[src/rtl/soc_reset_ctrl.sv]
// ---------------------------------------------------------------------------
// soc_reset_ctrl
//
// Purpose: central reset sequencer for the SoC. Global reset sources (PLL lock
// loss, external keyboard-controller reset) hold every domain in reset. Once
// the sources clear, a minimum stretch is applied and the domains are then
// released one by one, SEQ_GAP cycles apart. Each domain can also be held in
// reset by software, with the same stretch applied after the request drops.
//
// Ports:
//   clk           system clock (clk_sys)
//   rst_n         asynchronous active-low block reset
//   pll_locked    asynchronous PLL lock, low acts as a global reset source
//   ext_reset_n   asynchronous active-low external global reset source
//   sw_reset_req  per-domain software reset request (level, synchronous)
//   cause_clr     one-cycle pulse clearing the sticky cause bits
//   domain_reset  registered active-high reset, one bit per domain
//   all_released  high once sequencing is done and no domain is in reset
//   cause         sticky {sw, ext, pll} reset-cause bits
//
// Build option: define SOC_RESET_CAUSE_EN to implement the sticky cause
// register. Without it, cause is tied to 3'b000 and cause_clr is ignored.
// ---------------------------------------------------------------------------
module soc_reset_ctrl #(
  parameter int NUM_DOMAINS    = 4,
  parameter int STRETCH_CYCLES = 16,
  parameter int SEQ_GAP        = 8
) (
  input  logic                   clk,
  input  logic                   rst_n,
  input  logic                   pll_locked,
  input  logic                   ext_reset_n,
  input  logic [NUM_DOMAINS-1:0] sw_reset_req,
  input  logic                   cause_clr,
  output logic [NUM_DOMAINS-1:0] domain_reset,
  output logic                   all_released,
  output logic [2:0]             cause
);

  // The stretch counter only needs to reach STRETCH_CYCLES-1; the software
  // hold counters are loaded with STRETCH_CYCLES itself and count down.
  localparam int SCW = (STRETCH_CYCLES > 1) ? $clog2(STRETCH_CYCLES) : 1;
  localparam int SWW = $clog2(STRETCH_CYCLES + 1);
  localparam int GW  = (SEQ_GAP > 1) ? $clog2(SEQ_GAP) : 1;
  localparam int IW  = (NUM_DOMAINS > 1) ? $clog2(NUM_DOMAINS) : 1;

  localparam logic [SCW-1:0] STRETCH_LAST = SCW'(STRETCH_CYCLES - 1);
  localparam logic [SWW-1:0] SW_LOAD      = SWW'(STRETCH_CYCLES);
  localparam logic [GW-1:0]  GAP_LAST     = GW'((SEQ_GAP > 0) ? SEQ_GAP - 1 : 0);
  localparam logic [IW-1:0]  IDX_LAST     = IW'(NUM_DOMAINS - 1);
  localparam logic [IW-1:0]  IDX_FIRST    = IW'((NUM_DOMAINS > 1) ? 1 : 0);

  // With no gap, or a single domain, everything is released at the end of
  // the stretch and the sequencing state is skipped entirely.
  localparam bit RELEASE_ALL_AT_ONCE = (SEQ_GAP == 0) || (NUM_DOMAINS == 1);

  typedef enum logic [1:0] {
    S_HOLD,
    S_STRETCH,
    S_SEQ,
    S_RUN
  } state_t;

  logic pll_meta, pll_s;
  logic ext_meta, ext_s;
  logic global_src;

  state_t                 state, state_n;
  logic [SCW-1:0]         stretch_cnt, stretch_n;
  logic [GW-1:0]          gap_cnt, gap_n;
  logic [IW-1:0]          idx, idx_n;
  logic [NUM_DOMAINS-1:0] global_hold, global_hold_n;

  logic [SWW-1:0]         sw_cnt   [NUM_DOMAINS];
  logic [SWW-1:0]         sw_cnt_n [NUM_DOMAINS];
  logic [NUM_DOMAINS-1:0] sw_hold_n;

  // Two-flop synchronisers for the asynchronous global sources. They reset
  // to 0 so both sources read as active until real samples arrive, which
  // keeps the FSM in S_HOLD for at least two cycles after rst_n release.
  always_ff @(posedge clk or negedge rst_n) begin
    if (!rst_n) begin
      pll_meta <= 1'b0;
      pll_s    <= 1'b0;
      ext_meta <= 1'b0;
      ext_s    <= 1'b0;
    end else begin
      pll_meta <= pll_locked;
      pll_s    <= pll_meta;
      ext_meta <= ext_reset_n;
      ext_s    <= ext_meta;
    end
  end

  assign global_src = ~pll_s | ~ext_s;

  // Global sequencer state register.
  always_ff @(posedge clk or negedge rst_n) begin
    if (!rst_n) begin
      state       <= S_HOLD;
      stretch_cnt <= '0;
      gap_cnt     <= '0;
      idx         <= '0;
      global_hold <= '1;
    end else begin
      state       <= state_n;
      stretch_cnt <= stretch_n;
      gap_cnt     <= gap_n;
      idx         <= idx_n;
      global_hold <= global_hold_n;
    end
  end

  // Next-state logic. An active global source overrides every transition
  // and throws the sequence back to the start.
  always_comb begin
    state_n       = state;
    stretch_n     = stretch_cnt;
    gap_n         = gap_cnt;
    idx_n         = idx;
    global_hold_n = global_hold;

    if (global_src) begin
      state_n       = S_HOLD;
      stretch_n     = '0;
      gap_n         = '0;
      idx_n         = '0;
      global_hold_n = '1;
    end else begin
      case (state)
        S_HOLD: begin
          state_n       = S_STRETCH;
          stretch_n     = '0;
          global_hold_n = '1;
        end
        S_STRETCH: begin
          if (stretch_cnt == STRETCH_LAST) begin
            stretch_n = '0;
            if (RELEASE_ALL_AT_ONCE) begin
              global_hold_n = '0;
              state_n       = S_RUN;
            end else begin
              global_hold_n[0] = 1'b0;
              state_n          = S_SEQ;
              idx_n            = IDX_FIRST;
              gap_n            = '0;
            end
          end else begin
            stretch_n = stretch_cnt + SCW'(1);
          end
        end
        S_SEQ: begin
          if (gap_cnt == GAP_LAST) begin
            gap_n              = '0;
            global_hold_n[idx] = 1'b0;
            if (idx == IDX_LAST) begin
              state_n = S_RUN;
              idx_n   = '0;
            end else begin
              idx_n = idx + IW'(1);
            end
          end else begin
            gap_n = gap_cnt + GW'(1);
          end
        end
        S_RUN: begin
          state_n = S_RUN;
        end
        default: begin
          state_n       = S_HOLD;
          global_hold_n = '1;
        end
      endcase
    end
  end

  // Software holds: the counter is reloaded for as long as the request is
  // high, so a request re-raised during the stretch restarts it. The hold
  // stays asserted until the counter has drained to zero.
  always_comb begin
    for (int i = 0; i < NUM_DOMAINS; i++) begin
      sw_hold_n[i] = sw_reset_req[i] | (sw_cnt[i] != '0);
      if (sw_reset_req[i]) begin
        sw_cnt_n[i] = SW_LOAD;
      end else if (sw_cnt[i] != '0) begin
        sw_cnt_n[i] = sw_cnt[i] - SWW'(1);
      end else begin
        sw_cnt_n[i] = '0;
      end
    end
  end

  // Software hold counters and the registered domain resets. The output is
  // built from next-cycle holds so a request shows up on the following edge.
  always_ff @(posedge clk or negedge rst_n) begin
    if (!rst_n) begin
      for (int i = 0; i < NUM_DOMAINS; i++) begin
        sw_cnt[i] <= '0;
      end
      domain_reset <= '1;
    end else begin
      for (int i = 0; i < NUM_DOMAINS; i++) begin
        sw_cnt[i] <= sw_cnt_n[i];
      end
      domain_reset <= global_hold_n | sw_hold_n;
    end
  end

  assign all_released = (state == S_RUN) && (domain_reset == '0);

`ifdef SOC_RESET_CAUSE_EN
  logic [NUM_DOMAINS-1:0] sw_req_q;
  logic [2:0]             cause_q;
  logic [2:0]             cause_set;

  assign cause_set = {|(sw_reset_req & ~sw_req_q), ~ext_s, ~pll_s};

  // Sticky cause register; a set in the same cycle as a clear wins.
  always_ff @(posedge clk or negedge rst_n) begin
    if (!rst_n) begin
      sw_req_q <= '0;
      cause_q  <= 3'b000;
    end else begin
      sw_req_q <= sw_reset_req;
      cause_q  <= (cause_clr ? 3'b000 : cause_q) | cause_set;
    end
  end

  assign cause = cause_q;
`else
  logic unused_cause_clr;
  assign unused_cause_clr = cause_clr;
  assign cause            = 3'b000;
`endif

endmodule

[config.mk]
export PLATFORM = sky130hd
export DESIGN_NAME = soc_reset_ctrl
export DESIGN_NICKNAME = d
export VERILOG_FILES = /design/src/rtl/soc_reset_ctrl.sv
export SDC_FILE = /design/constraint.sdc
export NUM_CORES = 1
export LEC_CHECK = 0
export ABC_AREA = 1
export CAP_MARGIN = 10
export CORE_MARGIN = 8
export CORE_UTILIZATION = 50
export CTS_CLUSTER_SIZE = 28
export DETAILED_ROUTE_END_ITERATION = 6
export PLACE_DENSITY_LB_ADDON = 0.25
export SETUP_SLACK_MARGIN = 0.02
export SYNTH_ARGS = -nofsm -noshare
export SYNTH_HDL_FRONTEND = slang
export SYNTH_SLANG_ARGS = --single-unit
[constraint.sdc]
create_clock -name clk -period 1.5 [get_ports clk]
set_clock_uncertainty 0.05 [all_clocks]
set_input_delay 0.45 -clock clk [delete_from_list [all_inputs] [get_ports clk]]
set_output_delay 0.45 -clock clk [all_outputs]
set_load 0.005 [all_outputs]
# After elaboration in Yosys (flattened, before gate mapping)

Cells that the tools add are included.

Muxes and demuxes: 32
Multiply operators: 0
Add/subtract/negate cells: 7
Equality and inequality tests: 9
Bitwise gates (word level): 10
Shifts and indexed selects: 0
Divide/modulo/power cells: 0
$lt $le $gt $ge: 2
Reductions and logical operators: 13

Operator list:

| operator            | number |
|---|---|
| $mux 5              | 8 |
| $reduce_bool 5->1   | 4 |
| $sub 5x1->5 const B | 4 |
| $mux 2              | 8 |
| $mux 4              | 4 |
| $pmux 3 s2          | 2 |
| $mux 3              | 3 |
| $ne 3x3->1 const B  | 3 |
| $pmux 2 s4          | 1 |
| $pmux 4 s2          | 1 |
| $eq 2x2->1 const B  | 3 |
| $reduce_and 3->1    | 2 |
| $reduce_bool 3->1   | 2 |
| $or 1x1->1          | 5 |
| $add 4x1->4 const B | 1 |
| $and 4x4->4         | 1 |
| $eq 4x4->1 const B  | 1 |
| $logic_not 4->1     | 1 |
| $not 4->4           | 1 |
| $or 4x4->4          | 1 |
| $pmux 2 s2          | 1 |
| $add 3x1->3 const B | 1 |
| $eq 3x3->1 const B  | 1 |
| $lt 2x3->1 const B  | 1 |
| other kinds (10)    | 13 |

Bits in latches: 0
Register bits: 43
Word-level logic and storage cells: 87
Memory bits (read-only): 0
RAM bits: 0
Memories kept: 0

# Longest topological paths before layout

Gate-level depths: netlist of run 1.

Word-level depth: 10
Mapped depth: 9

# Least setup slack after synthesis of run 1

Ideal clock, no wire load.

Path kind: register to register
Start: register gap_cnt[0]
End: register domain_reset[2]
Setup slack: 195 ps
Library setup time: 77 ps
Arrival: 1,178 ps
Cell stages (with the launch flop): 10
Buffers on the path: 0
Data required time: 1,373 ps
Cells stage by stage: dfrtp_1 ha_1 ha_1 inv_1 nor2_1 nand2_1 nand2_1 nand2_2 nor2_1 nand2_1

Longest elaborated chain between the ends: 5

Ends and longest elaborated chain:

| item                       | line | RTL |
|---|---|---|
| start, declared            | 70   | `logic [GW-1:0] gap_cnt, gap_n;` |
| start signal, assigned     | 108  | `gap_cnt <= gap_n;` |
| $eq 3x3->1                 | 153  | `if (gap_cnt == GAP_LAST) begin` |
| $mux 4                     | 153  |  |
| $pmux 3 s2                 | 130  | `case (state)` |
| $mux 4                     | 123  | `if (global_src) begin` |
| named net global_hold_n[2] | 72   | `logic [NUM_DOMAINS-1:0] global_hold, global_hold_n;` |
| $or 4x4->4                 | 205  | `domain_reset <= global_hold_n \| sw_hold_n;` |
| end signal, assigned       | 205  |  |
| end, declared              | 35   | `output logic [NUM_DOMAINS-1:0] domain_reset,` |

The timed path passes the listed nets, and every way through them passes these cells.
A chain may end at the register's enable or synchronous reset.

# Final worst setup path of run 1

Start: register domain_reset[1]
End: output all_released

Longest elaborated chain between the ends: 2

Ends and longest elaborated chain:

| item              | line | RTL |
|---|---|---|
| $logic_not 4->1   | 209  | `assign all_released = (state == S_RUN) && (domain_reset == '0);` |
| $logic_and 1x1->1 | 209  |  |
| end, declared     | 36   | `output logic all_released,` |

No other way between the ends.

==> summary.md, run 1 <==
| Metric | Value |
|---|---|
| Outcome | `complete, but fails checks` |
| Violations in the final reports | `setup timing` |
| Net count reported at finish | `around 250` |
| Violation count after the first detailed-route iteration | `53` |
| Time the final worst path needs with I/O delays and setup | `1.60 ns` |
| Synth Cell Area | `about 2000 µm²` |
| Critical path start-end classification | `reg -> out` |
| Synthesized area per cell | `about 9.4 µm²` |
| Upper clock frequency limit | `approximately 620 MHz` |
| Routed length per placed instance | `11.6 µm` |
| Max-cap violation count | `0` |
| 1st-pass router iterations | `4` |
| Internal power contribution | `2150 µW` |
| Proportion of netlist area held by the largest area contributor | `0.444` |
| Top Usage Layer GRT | `met2` |
| Post-synthesis async set-or-reset flop share | `1.00` |
| Switching power summed over all nets | `approximately 890 µW` |
| Final count of negative-setup-slack endpoints | `2` |
| Worst R2R Start | `gap_cnt[1]` |
| Crit Reg-Reg Endpoint | `domain_reset[2]` |
| Worst Setup Start Kind | `register` |
| CTS Buf Count | `5` |
| Switch share | `0.294` |
| Warning count from the yosys run | `0` |
| Overflow after GRT | `0` |
| Power density over cell area | `~1300 nW/µm²` |
| Met1 Track Usage GR | `0.135` |
| # clock sinks | `43` |
| Number of buffers inserted for hold repair after clock tree synthesis | `0` |
| Capturing element type of the critical path | `output pin` |
| Post-synthesis adder-cell area fraction | `0.0697` |
| Final slew viol count | `0` |
| Clock latency of the later-clocked register in the worst-skew pair | `about 0.29 ns` |
| Reg2Reg Depth | `9` |
| Synthesized-area fraction occupied by ao, oa, aoi and oai cells | `0.0450` |
| Slowest stage delay, CP | `roughly 0.37 ns` |
| Layout filler cell count | `about 370` |
| Fraction of layout cells with a size suffix above 1 | `0.197` |
| DR vias/cell | `between 4 and 5` |
| DIE AREA | `6220 µm²` |
| Hold Slack | `0.0708 ns` |
| Hold/Removal Path Class | `in -> async` |
| Unrepaired setup endpoints after global routing | `true` |
| Routed wire length | `roughly 3.3 mm` |
| Overall via count from detail_route | `1351` |
| Power share of the sequential group | `0.505` |
| Bufs on Longest Clock Path | `2` |
| Final critical-path setup slack | `-0.102 ns` |
| HPWL after detailed placement | `around 2.4 mm` |
| Dominant cell type by area after synthesis | `dfrtp_1` |
| Number of buffers inserted by post-CTS setup repair | `0` |
| Buffers on Ports | `12` |
| Slowest stage cell on the critical path | `dfstp_2` |
| Met2 track utilization from global routing | `0.187` |
| Count of flip-flops with a built-in enable after synthesis | `0` |
| Fraction of power consumed by the clock network | `0.255` |
| Placer's final routability congestion estimate | `just over 0.8` |
| Die Width | `approximately 79 µm` |
| Initial cell density of the core | `0.504` |
| Most numerous cell types in the synthesized netlist | `41 x nand2_1, 35 x dfrtp_1, 27 x inv_1, 27 x nor2_1, 13 x nand3_1` |
| Die Y-Extent | `between 70 and 80 µm` |
| Maximum number of pins on one net before global-route repair | `between 40 and 50` |
| Mux contribution to synthesized area | `0` |
| ANT cells | `0` |
| Fin crit share | `1.07` |
| Primary flip-flop cell chosen by synthesis mapping | `dfrtp_1` |
| Data required time at the worst endpoint | `1.00 ns` |
| Peak VDD IR | `between 900 and 1000 µV` |
| Data arrival time of the worst path | `1.10 ns` |
| Global-route wire length before repair | `about 5.7 mm` |
| CTS tree | `yes` |
| DRC violations left | `0` |
| Final design utilization | `0.587` |
| Most frequent cell after synthesis | `nand2_1` |
| Reg clk slew, reported paths | `roughly 0.07 ns` |
| Final Hold Violating Endpoints | `0` |
| Count of cell types in the netlist | `23` |
| Root buf cell | `clkbuf_8` |
| CP cell instances | `nor2_2, nand3_2, nor3_2, buf_2` |
| Critical path peak fanout | `2` |
| Total global-route track usage | `0.115` |
| Top cells by area, synth | `dfrtp_1 44%, dfstp_2 11%, nand2_1 7.8%, ha_1 7.0%, inv_1 5.1%` |
| Row Count | `23` |
| Post-synthesis xor/xnor area fraction | `0.0399` |
| Share of the yosys chip area belonging to registers | `0.550` |
| Part of the total power dissipated in combinational logic | `0.240` |
| Number of antenna violations at the first check in global routing | `0` |
| Flip-flop and latch count after synthesis | `43` |
| I/O Pins | `17` |
| Number of global-route vias before repair | `~1300` |
| Reg-to-reg slack, setup | `~0.13 ns` |
| Floorplan core area | `roughly 3900 µm²` |
| Met3 Resource Use GR | `0.0406` |
| Synthesized netlist cell count | `around 210` |
| Largest family of logic cells by synthesized area | `simple AND/OR/NAND/NOR gates` |
| Simple logic cell fraction of the synthesized area | `0.223` |
| Leakage power | `roughly 0.0011 µW` |
| Antenna-violating nets left | `0` |
| Area growth, synth to finish | `16.3%` |
| H-tree Lvls | `2` |
logic make-up after synthesis:
logic type / count (synthesis)
flip-flops: 43
AND/OR/NAND/NOR: 99
other: 1
AO/OA/AOI/OAI: 14
buffers and inverters: 34
adder cells (fa/ha/maj): 11
XOR/XNOR: 9
layout make-up:
class,count,area (µm²),share of cell area
clock buffer,8,100,0.0436
sequential,43,1090,0.473
inverter,31,116,0.0507
timing repair buffer,16,143,0.0621
multi-input combinational,136,790,0.344
tap,50,62.6,0.0272
registers in the layout, indices dropped and copies added (netlist names):
name and cells:
pll_s 1, idx 2, ext_s 1, global_hold 4, ext_meta 1, pll_meta 1, state 2, sw_cnt 20
gap_cnt 3, domain_reset 4, stretch_cnt 4
repair_timing:
action                     CTS  global route
gates cloned                 0             0
setup endpoints to repair    5            18
resized for setup           20             6
pin swaps                    1             1
cells in the final DEF, fill, tap and decap left out, drive strengths merged:
cell type,count
dlygate4sd2,1
inv,31
nor3b,3
o21ai,9
ha,11
a22o,1
nor2,31
nand3,14
conb,3
buf,9
nand2,44
clkbuf,8
xnor2,9
nor3,6
dfstp,8
clkdlybuf4s50,6
dfrtp,35
and2,1
a21oi,4
power groups by stage:
stage | registers [µW] | logic [µW] | clock network, µW
after floorplan | 1520 | 563 | 0
after global placement | 1540 | 689 | 0
after detailed placement | 1540 | 716 | 0
after CTS | 1530 | 725 | 807
after global routing | 1560 | 850 | 852
final | 1540 | 733 | 777
worst max-delay path, delay by kind of cell (launching register included):
kind | cells | cell delay [ns]
buffers and inverters | 1 | 0.13
DFF | 1 | 0.37
and+or+nand+nor | 3 | 0.31
routing by layer:
layer  part of all wire  vias up
li1                   -      691
met4              0.016        0
met3              0.043        5
met2               0.48       16
met5                  0        -
met1               0.46      639
how the worst max path moves through the flow:
stage	from	end	cells past startpoint
floorplan	gap_cnt[0]	domain_reset[2]	9
global placement	domain_reset[1]	all_released	4
detailed placement	domain_reset[1]	all_released	4
CTS	domain_reset[1]	all_released	4
global route	domain_reset[1]	all_released	4
finish	domain_reset[1]	all_released	4
metrics by stage:
| step | power [µW] | setup WS [ns] | cells | setup TNS (ns) | instance area (µm²) |
|---|---|---|---|---|---|
| detailed placement | 2260 | -0.253 | 276 | -0.283 | 2180 |
| CTS | 3060 | -0.195 | 284 | -0.264 | 2270 |
| global placement | 2230 | -0.274 | 276 | -0.296 | 2180 |
| finish | 3050 | -0.102 | 284 | -0.155 | 2300 |
| global route | 3260 | -0.201 | 284 | -0.292 | 2300 |
| floorplan | 2080 | 0.195 | 213 | 0 | 1980 |
No activity file was read; power rests on OpenSTA's default activity.
==> inputs of run 2 (changes only) <==
--- a/config.mk
+++ b/config.mk
@@ -8,7 +8,7 @@
 export ABC_AREA = 1
 export CAP_MARGIN = 10
 export CORE_MARGIN = 8
-export CORE_UTILIZATION = 50
+export CORE_UTILIZATION = 45
 export CTS_CLUSTER_SIZE = 28
 export DETAILED_ROUTE_END_ITERATION = 6
 export PLACE_DENSITY_LB_ADDON = 0.25
==> summary.md, run 2 (same netlist as run 1, synthesis figures left out) <==
| Metric | Value |
|---|---|
| Area taken by multi-input logic gates | `797 µm² (+0.95%)` |
| Sum of negative setup slack | `-0.198 ns (-0.0428 ns)` |
| Violation count after the first detailed-route iteration | `57 (+7.5%)` |
| H-tree Lvls | `2 (unchanged)` |
| Maximum number of pins on one net before global-route repair | `44 (unchanged)` |
| Slowest stage cell on the critical path | `dfstp_2` |
| CP cell instances | `nor2_2, nand3_2, nor3_2, buf_2` |
| Upper clock frequency limit | `617 MHz (-1.1%)` |
| Slowest stage delay, CP | `0.56 ns (+0.19 ns)` |
| Global-route wire length before repair | `5.80 mm (+1.3%)` |
| 1st-pass router iterations | `4 (unchanged)` |
| Die Y-Extent | `82.2 µm (+4.3%)` |
| Met2 track utilization from global routing | `0.179 (-0.00870)` |
| Net count reported at finish | `254 (+0.40%)` |
| ANT cells | `0 (unchanged)` |
| Data required time at the worst endpoint | `1.00 ns (about the same)` |
| Fraction of layout cells with a size suffix above 1 | `0.209 (+0.0119)` |
| CTS tree | `yes` |
| Routed wire length | `3.14 mm (-5.0%)` |
| I/O Pins | `17 (unchanged)` |
| CTS Buf Count | `5 (unchanged)` |
| Data arrival time of the worst path | `1.12 ns (+0.02 ns)` |
| Time the final worst path needs with I/O delays and setup | `1.62 ns (+0.0181 ns)` |
| DRC violations left | `0 (unchanged)` |
| HPWL after detailed placement | `2.37 mm (-2.6%)` |
| Register with the most flip-flops | `sw_cnt` |
| Leakage power | `0.00111 µW (about the same)` |
| DR vias/cell | `4.62 (-2.9%)` |
| Reg clk slew, reported paths | `0.09 ns (+0.02 ns)` |
| Unrepaired setup endpoints after global routing | `true` |
| Worst Setup Start Kind | `register` |
| DIE AREA | `6760 µm² (+8.8%)` |
| Power density over cell area | `1290 nW/µm² (-2.7%)` |
| Met3 Resource Use GR | `0.0368 (-0.00384)` |
| Max-cap violation count | `0 (unchanged)` |
| Final slew viol count | `0 (unchanged)` |
| Initial cell density of the core | `0.460 (-0.0447)` |
| Critical path peak fanout | `2 (unchanged)` |
| Area growth, synth to finish | `17.4%` |
| Overflow after GRT | `0 (unchanged)` |
| Root buf cell | `clkbuf_8` |
| Capturing element type of the critical path | `output pin` |
| Worst setup timing slack at the placement stage | `-0.251 ns (+0.00124 ns)` |
| Placer's final routability congestion estimate | `0.811 (-1.4%)` |
| Top Usage Layer GRT | `met2` |
| Number of antenna violations at the first check in global routing | `0 (unchanged)` |
| Number of global-route vias before repair | `1386 (+5.3%)` |
| Buffers on Ports | `12 (unchanged)` |
| Leading cell type in the layout, fill and taps excluded | `nand2_1` |
| Clock latency of the later-clocked register in the worst-skew pair | `0.29 ns (about the same)` |
| Final count of negative-setup-slack endpoints | `2 (unchanged)` |
| Routed length per placed instance | `10.9 µm (-6.0%)` |
| Final cell count without fillers | `287 (+1.1%)` |
| Most frequent cells in the layout | `41 x nand2_1, 35 x dfrtp_1, 27 x inv_1` |
| Overall via count from detail_route | `1325 (-1.9%)` |
| Antenna-violating nets left | `0 (unchanged)` |
| Row Count | `24 (+4.3%)` |
| # clock sinks | `43 (unchanged)` |
| Met1 Track Usage GR | `0.130 (-0.00514)` |
| Final critical-path setup slack | `-0.120 ns (-0.0181 ns)` |
| Layout filler cell count | `398 (+8.4%)` |
| Sequential cell area | `1090 µm² (unchanged)` |
| Hold/Removal Path Class | `in -> async` |
| Violations in the final reports | `setup timing` |
| Number of flip-flops under the largest register name | `20 (unchanged)` |
| Total global-route track usage | `0.111 (-0.00462)` |
| Final Hold Violating Endpoints | `0 (unchanged)` |
| Bufs on Longest Clock Path | `2 (unchanged)` |
| Cell total after placement | `278 (+0.72%)` |
| Floorplan core area | `4290 µm² (+9.7%)` |
| Critical path start-end classification | `reg -> out` |
| PnR Total Power | `2990 µW (-1.8%)` |
| Hold Slack | `0.0567 ns (-0.0141 ns)` |
| Fin crit share | `1.08 (+0.0120)` |
| Die Width | `82.2 µm (+4.3%)` |
| Outcome | `complete, but fails checks` |
| Peak VDD IR | `690 µV (-28%)` |
==> run 2: cell types whose count changed in the layout (fill, tap and decap cells not counted), sizes merged <==
cell    delta
buf        +1
clkbuf     -2
clkinv     +1
inv        +1
==> run 2: final cells by class <==
| class | count | area share |
|---|---|---|
| Sequential cell | 43 | 0.469 |
| Clock inverter | 2 | 0.00594 |
| Tap cell | 52 | 0.0281 |
| Multi-Input combinational cell | 136 | 0.344 |
| Clock buffer | 6 | 0.0356 |
| Timing Repair Buffer | 17 | 0.0675 |
| Inverter | 31 | 0.0502 |
==> run 2: per-layer routing <==
| metal | vias to the layer above | wire (µm) |
|---|---|---|
| li1 | 695 | - |
| met1 | 606 | 1500 |
| met2 | 18 | 1450 |
| met3 | 6 | 132 |
| met4 | 0 | 56 |
| met5 | - | 0 |
==> run 2: worst paths after layout <==
| kind | startpoint | depth (start not counted) | slack (ns) | to |
|---|---|---|---|---|
| max | domain_reset[1] | 4 | -0.12 | all_released |
| min | rst_n | 2 | 0.06 | sw_cnt[5] |
| max reg2reg | sw_cnt[5] | 6 | 0.13 | sw_cnt[8] |
| min reg2reg | ext_meta | 0 | 0.30 | ext_s |
| max in group asynchronous | rst_n | 2 | 1.06 | domain_reset[3] |
| min in group clk | ext_meta | 0 | 0.30 | ext_s |
==> run 2: power by group <==
| group | internal, µW | switching, µW | leakage, µW |
|---|---|---|---|
| combinational | 344 | 364 | 0.000534 |
| clock | 376 | 379 | 0.0000516 |
| sequential | 1380 | 150 | 0.000528 |
| total | 2100 | 894 | 0.00111 |
==> run 2: timing repair <==
action,CTS,global route
setup buffers,0,1
hold buffers,0,0
endpoints found under the setup margin,5,13
gates resized for setup,20,9
pin swaps,3,6
==> run 2: stage by stage <==
stage               area, µm²   util
floorplan                1980      -
global placement         2180  0.508
detailed placement       2180  0.508
CTS                      2270  0.529
global route             2320  0.540
finish                   2320  0.540
==> run 2: worst max-delay path, delay by kind of cell, from the launching register on <==
family	cells	cell delay [ns]
DFF	1	0.56
and+or+nand+nor	3	0.15
buffers and inverters	1	0.12
==> inputs of run 3 (changes only) <==
--- a/config.mk
+++ b/config.mk
@@ -7,9 +7,8 @@
 export LEC_CHECK = 0
 export ABC_AREA = 1
 export CAP_MARGIN = 10
-export CORE_MARGIN = 8
 export CORE_UTILIZATION = 45
-export CTS_CLUSTER_SIZE = 28
+export CTS_CLUSTER_SIZE = 40
 export DETAILED_ROUTE_END_ITERATION = 6
 export PLACE_DENSITY_LB_ADDON = 0.25
 export SETUP_SLACK_MARGIN = 0.02
==> constraint.sdc (replaced) <==
create_clock -name clk -period 1.5 [get_ports clk]
set_clock_uncertainty 0.05 [all_clocks]
set_input_delay 0.15 -clock clk [delete_from_list [all_inputs] [get_ports clk]]
set_output_delay 0.15 -clock clk [all_outputs]
set_load 0.005 [all_outputs]
==> summary.md, run 3 (same netlist as run 1, synthesis figures left out) <==
| Metric | Value |
|---|---|
| Slowest stage cell on the critical path | `dfrtp_1` |
| Total global-route track usage | `0.163 (+0.0529)` |
| Area growth, synth to finish | `17.0%` |
| Hold Path Depth | `1` |
| Overall via count from detail_route | `1319 (-0.45%)` |
| Data required time at the worst endpoint | `1.68 ns (+0.68 ns)` |
| Leading cell type in the layout, fill and taps excluded | `nand2_1` |
| Switch share | `0.283 (-0.0157)` |
| PnR Total Power | `3100 µW (+3.5%)` |
| Antenna-violating nets left | `0 (unchanged)` |
| Max-cap violation count | `0 (unchanged)` |
| Number of antenna violations at the first check in global routing | `0 (unchanged)` |
| Buffers on Ports | `12 (unchanged)` |
| Internal power contribution | `2220 µW (+5.9%)` |
| Cell with the most instances on the worst path | `nand2_1` |
| Power share of the sequential group | `0.494 (-0.017)` |
| Fin crit share | `0.928 (-0.152)` |
| DRC violations left | `0 (unchanged)` |
| Upper clock frequency limit | `719 MHz (+16%)` |
| Reg-to-reg slack, setup | `0.11 ns (-0.02 ns)` |
| Fraction of power consumed by the clock network | `0.275 (+0.023)` |
| Global-route wire length before repair | `5.38 mm (-7.3%)` |
| Critical path start-end classification | `reg -> reg` |
| Routed length per placed instance | `10.8 µm (-0.87%)` |
| Final count of negative-setup-slack endpoints | `0 (-2)` |
| Critical path peak fanout | `4 (+2)` |
| CTS Buf Count | `5 (unchanged)` |
| Placed instance area | `2190 µm² (+0.23%)` |
| Floorplan core area | `4120 µm² (-4.2%)` |
| Outcome | `finished clean` |
| Register with the most flip-flops | `sw_cnt` |
| H-tree Lvls | `2 (unchanged)` |
| CP cell instances | `ha_1, ha_1, nor2_1, nand2_1, nand3_2, nand2_1, nand2_1` |
| Capturing element type of the critical path | `register` |
| # clock sinks | `43 (unchanged)` |
| Hold/Removal Path Class | `in -> reg` |
| Placer's final routability congestion estimate | `0.805 (-0.63%)` |
| Most frequent cells in the layout | `41 x nand2_1, 35 x dfrtp_1, 27 x inv_1` |
| Hold Slack | `0.242 ns (+0.185 ns)` |
| Row Count | `23 (-4.2%)` |
| DIE AREA | `4660 µm² (-31%)` |
| Number of buffers inserted by post-CTS setup repair | `0 (unchanged)` |
| Slowest stage delay, CP | `0.39 ns (-0.17 ns)` |
| Part of the total power dissipated in combinational logic | `0.231 (-0.006)` |
| Root buf cell | `clkbuf_8` |
| Overflow after GRT | `0 (unchanged)` |
| Number of global-route vias before repair | `1269 (-8.4%)` |
| Peak VDD IR | `894 µV (+30%)` |
| Time the final worst path needs with I/O delays and setup | `1.39 ns (-0.229 ns)` |
| Unrepaired setup endpoints after global routing | `false` |
| Final Hold Violating Endpoints | `0 (unchanged)` |
| Die Width | `68.2 µm (-17%)` |
| Die Y-Extent | `68.2 µm (-17%)` |
| Clock latency of the later-clocked register in the worst-skew pair | `0.29 ns (about the same)` |
| Cell total after placement | `277 (-0.36%)` |
| ANT cells | `0 (unchanged)` |
| Final slew viol count | `0 (unchanged)` |
| 1st-pass router iterations | `4 (unchanged)` |
| Maximum number of pins on one net before global-route repair | `26 (-41%)` |
| Final instance area | `2310 µm² (-0.32%)` |
| Routed wire length | `3.09 mm (-1.6%)` |
| Leakage power | `0.00112 µW (+0.85%)` |
| Net count reported at finish | `255 (+0.39%)` |
| DR vias/cell | `4.63 (+0.25%)` |
| Violation count after the first detailed-route iteration | `43 (-25%)` |
| HPWL after detailed placement | `2.35 mm (-0.70%)` |
| Reg clk slew, reported paths | `0.08 ns (about the same)` |
| Power density over cell area | `1340 nW/µm² (+3.9%)` |
| Sum of negative setup slack | `0 ns (+0.198 ns)` |
| CTS tree | `yes` |
| Number of flip-flops under the largest register name | `20 (unchanged)` |
| Fraction of layout cells with a size suffix above 1 | `0.170 (-0.0383)` |
| Bufs on Longest Clock Path | `2 (unchanged)` |
| Worst Setup Start Kind | `register` |
| Initial cell density of the core | `0.480 (+0.0200)` |
| Reg2Reg Depth | `7 (+1)` |
| Switching power summed over all nets | `876 µW (-1.9%)` |
| I/O Pins | `17 (unchanged)` |
| Data arrival time of the worst path | `1.57 ns (+0.45 ns)` |
| Final cell count without fillers | `285 (-0.70%)` |
[run 3: final cells by class]
| class | count | area [µm²] |
|---|---|---|
| Clock buffer | 6 | 72.6 |
| Sequential cell | 43 | 1090 |
| Clock inverter | 1 | 30.0 |
| Multi-Input combinational cell | 136 | 777 |
| Inverter | 31 | 116 |
| Fill cell | 368 | 1810 |
| Tap cell | 50 | 62.6 |
| Timing Repair Buffer | 18 | 165 |
[run 3: final timing paths]
kind,startpoint,to
setup reg to reg,gap_cnt[0],idx[0]
setup / recovery,gap_cnt[0],idx[0]
min in group asynchronous,rst_n,sw_cnt[5]
hold reg to reg,ext_meta,ext_s
hold / removal,pll_locked,pll_meta
max in group asynchronous,rst_n,global_hold[2]
[run 3: critical path, delay by kind of cell, from the launching register on]
| family | cells | cell delay, ns |
|---|---|---|
| DFF | 1 | 0.39 |
| and+or+nand+nor | 5 | 0.46 |
| adders and majority gates | 2 | 0.43 |
[run 3: repair_timing]
| action | CTS | global route |
|---|---|---|
| resized for setup | 6 | 6 |
| pin swaps | 0 | 1 |
| hold buffers | 1 | 0 |
| setup endpoints to repair | 5 | 13 |
| endpoints found under the hold margin | 15 | 0 |
[run 3: metrics by stage]
step           utilization  setup WS, ns
5_1_grt              0.561        0.0295
3_3_place_gp         0.531        0.0246
6_report             0.561         0.108
3_5_place_dp         0.531        0.0266
2_1_floorplan            -         0.195
4_1_cts              0.558       0.00637
[run 3: power by group through the flow]
stage	clock network, µW	registers, µW	logic (µW)
2_1_floorplan	0	1520	563
3_3_place_gp	0	1540	690
3_5_place_dp	0	1550	708
4_1_cts	889	1530	716
5_1_grt	925	1560	829
6_report	853	1530	715
[run 3: metal layers]
layer / wire (µm) / GRT usage / vias up
li1: - / - / 692
met1: 1570 / 0.209 / 605
met2: 1360 / 0.244 / 15
met3: 98 / 0.0567 / 7
met4: 61 / 0.0833 / 0
met5: 0 / 0 / -
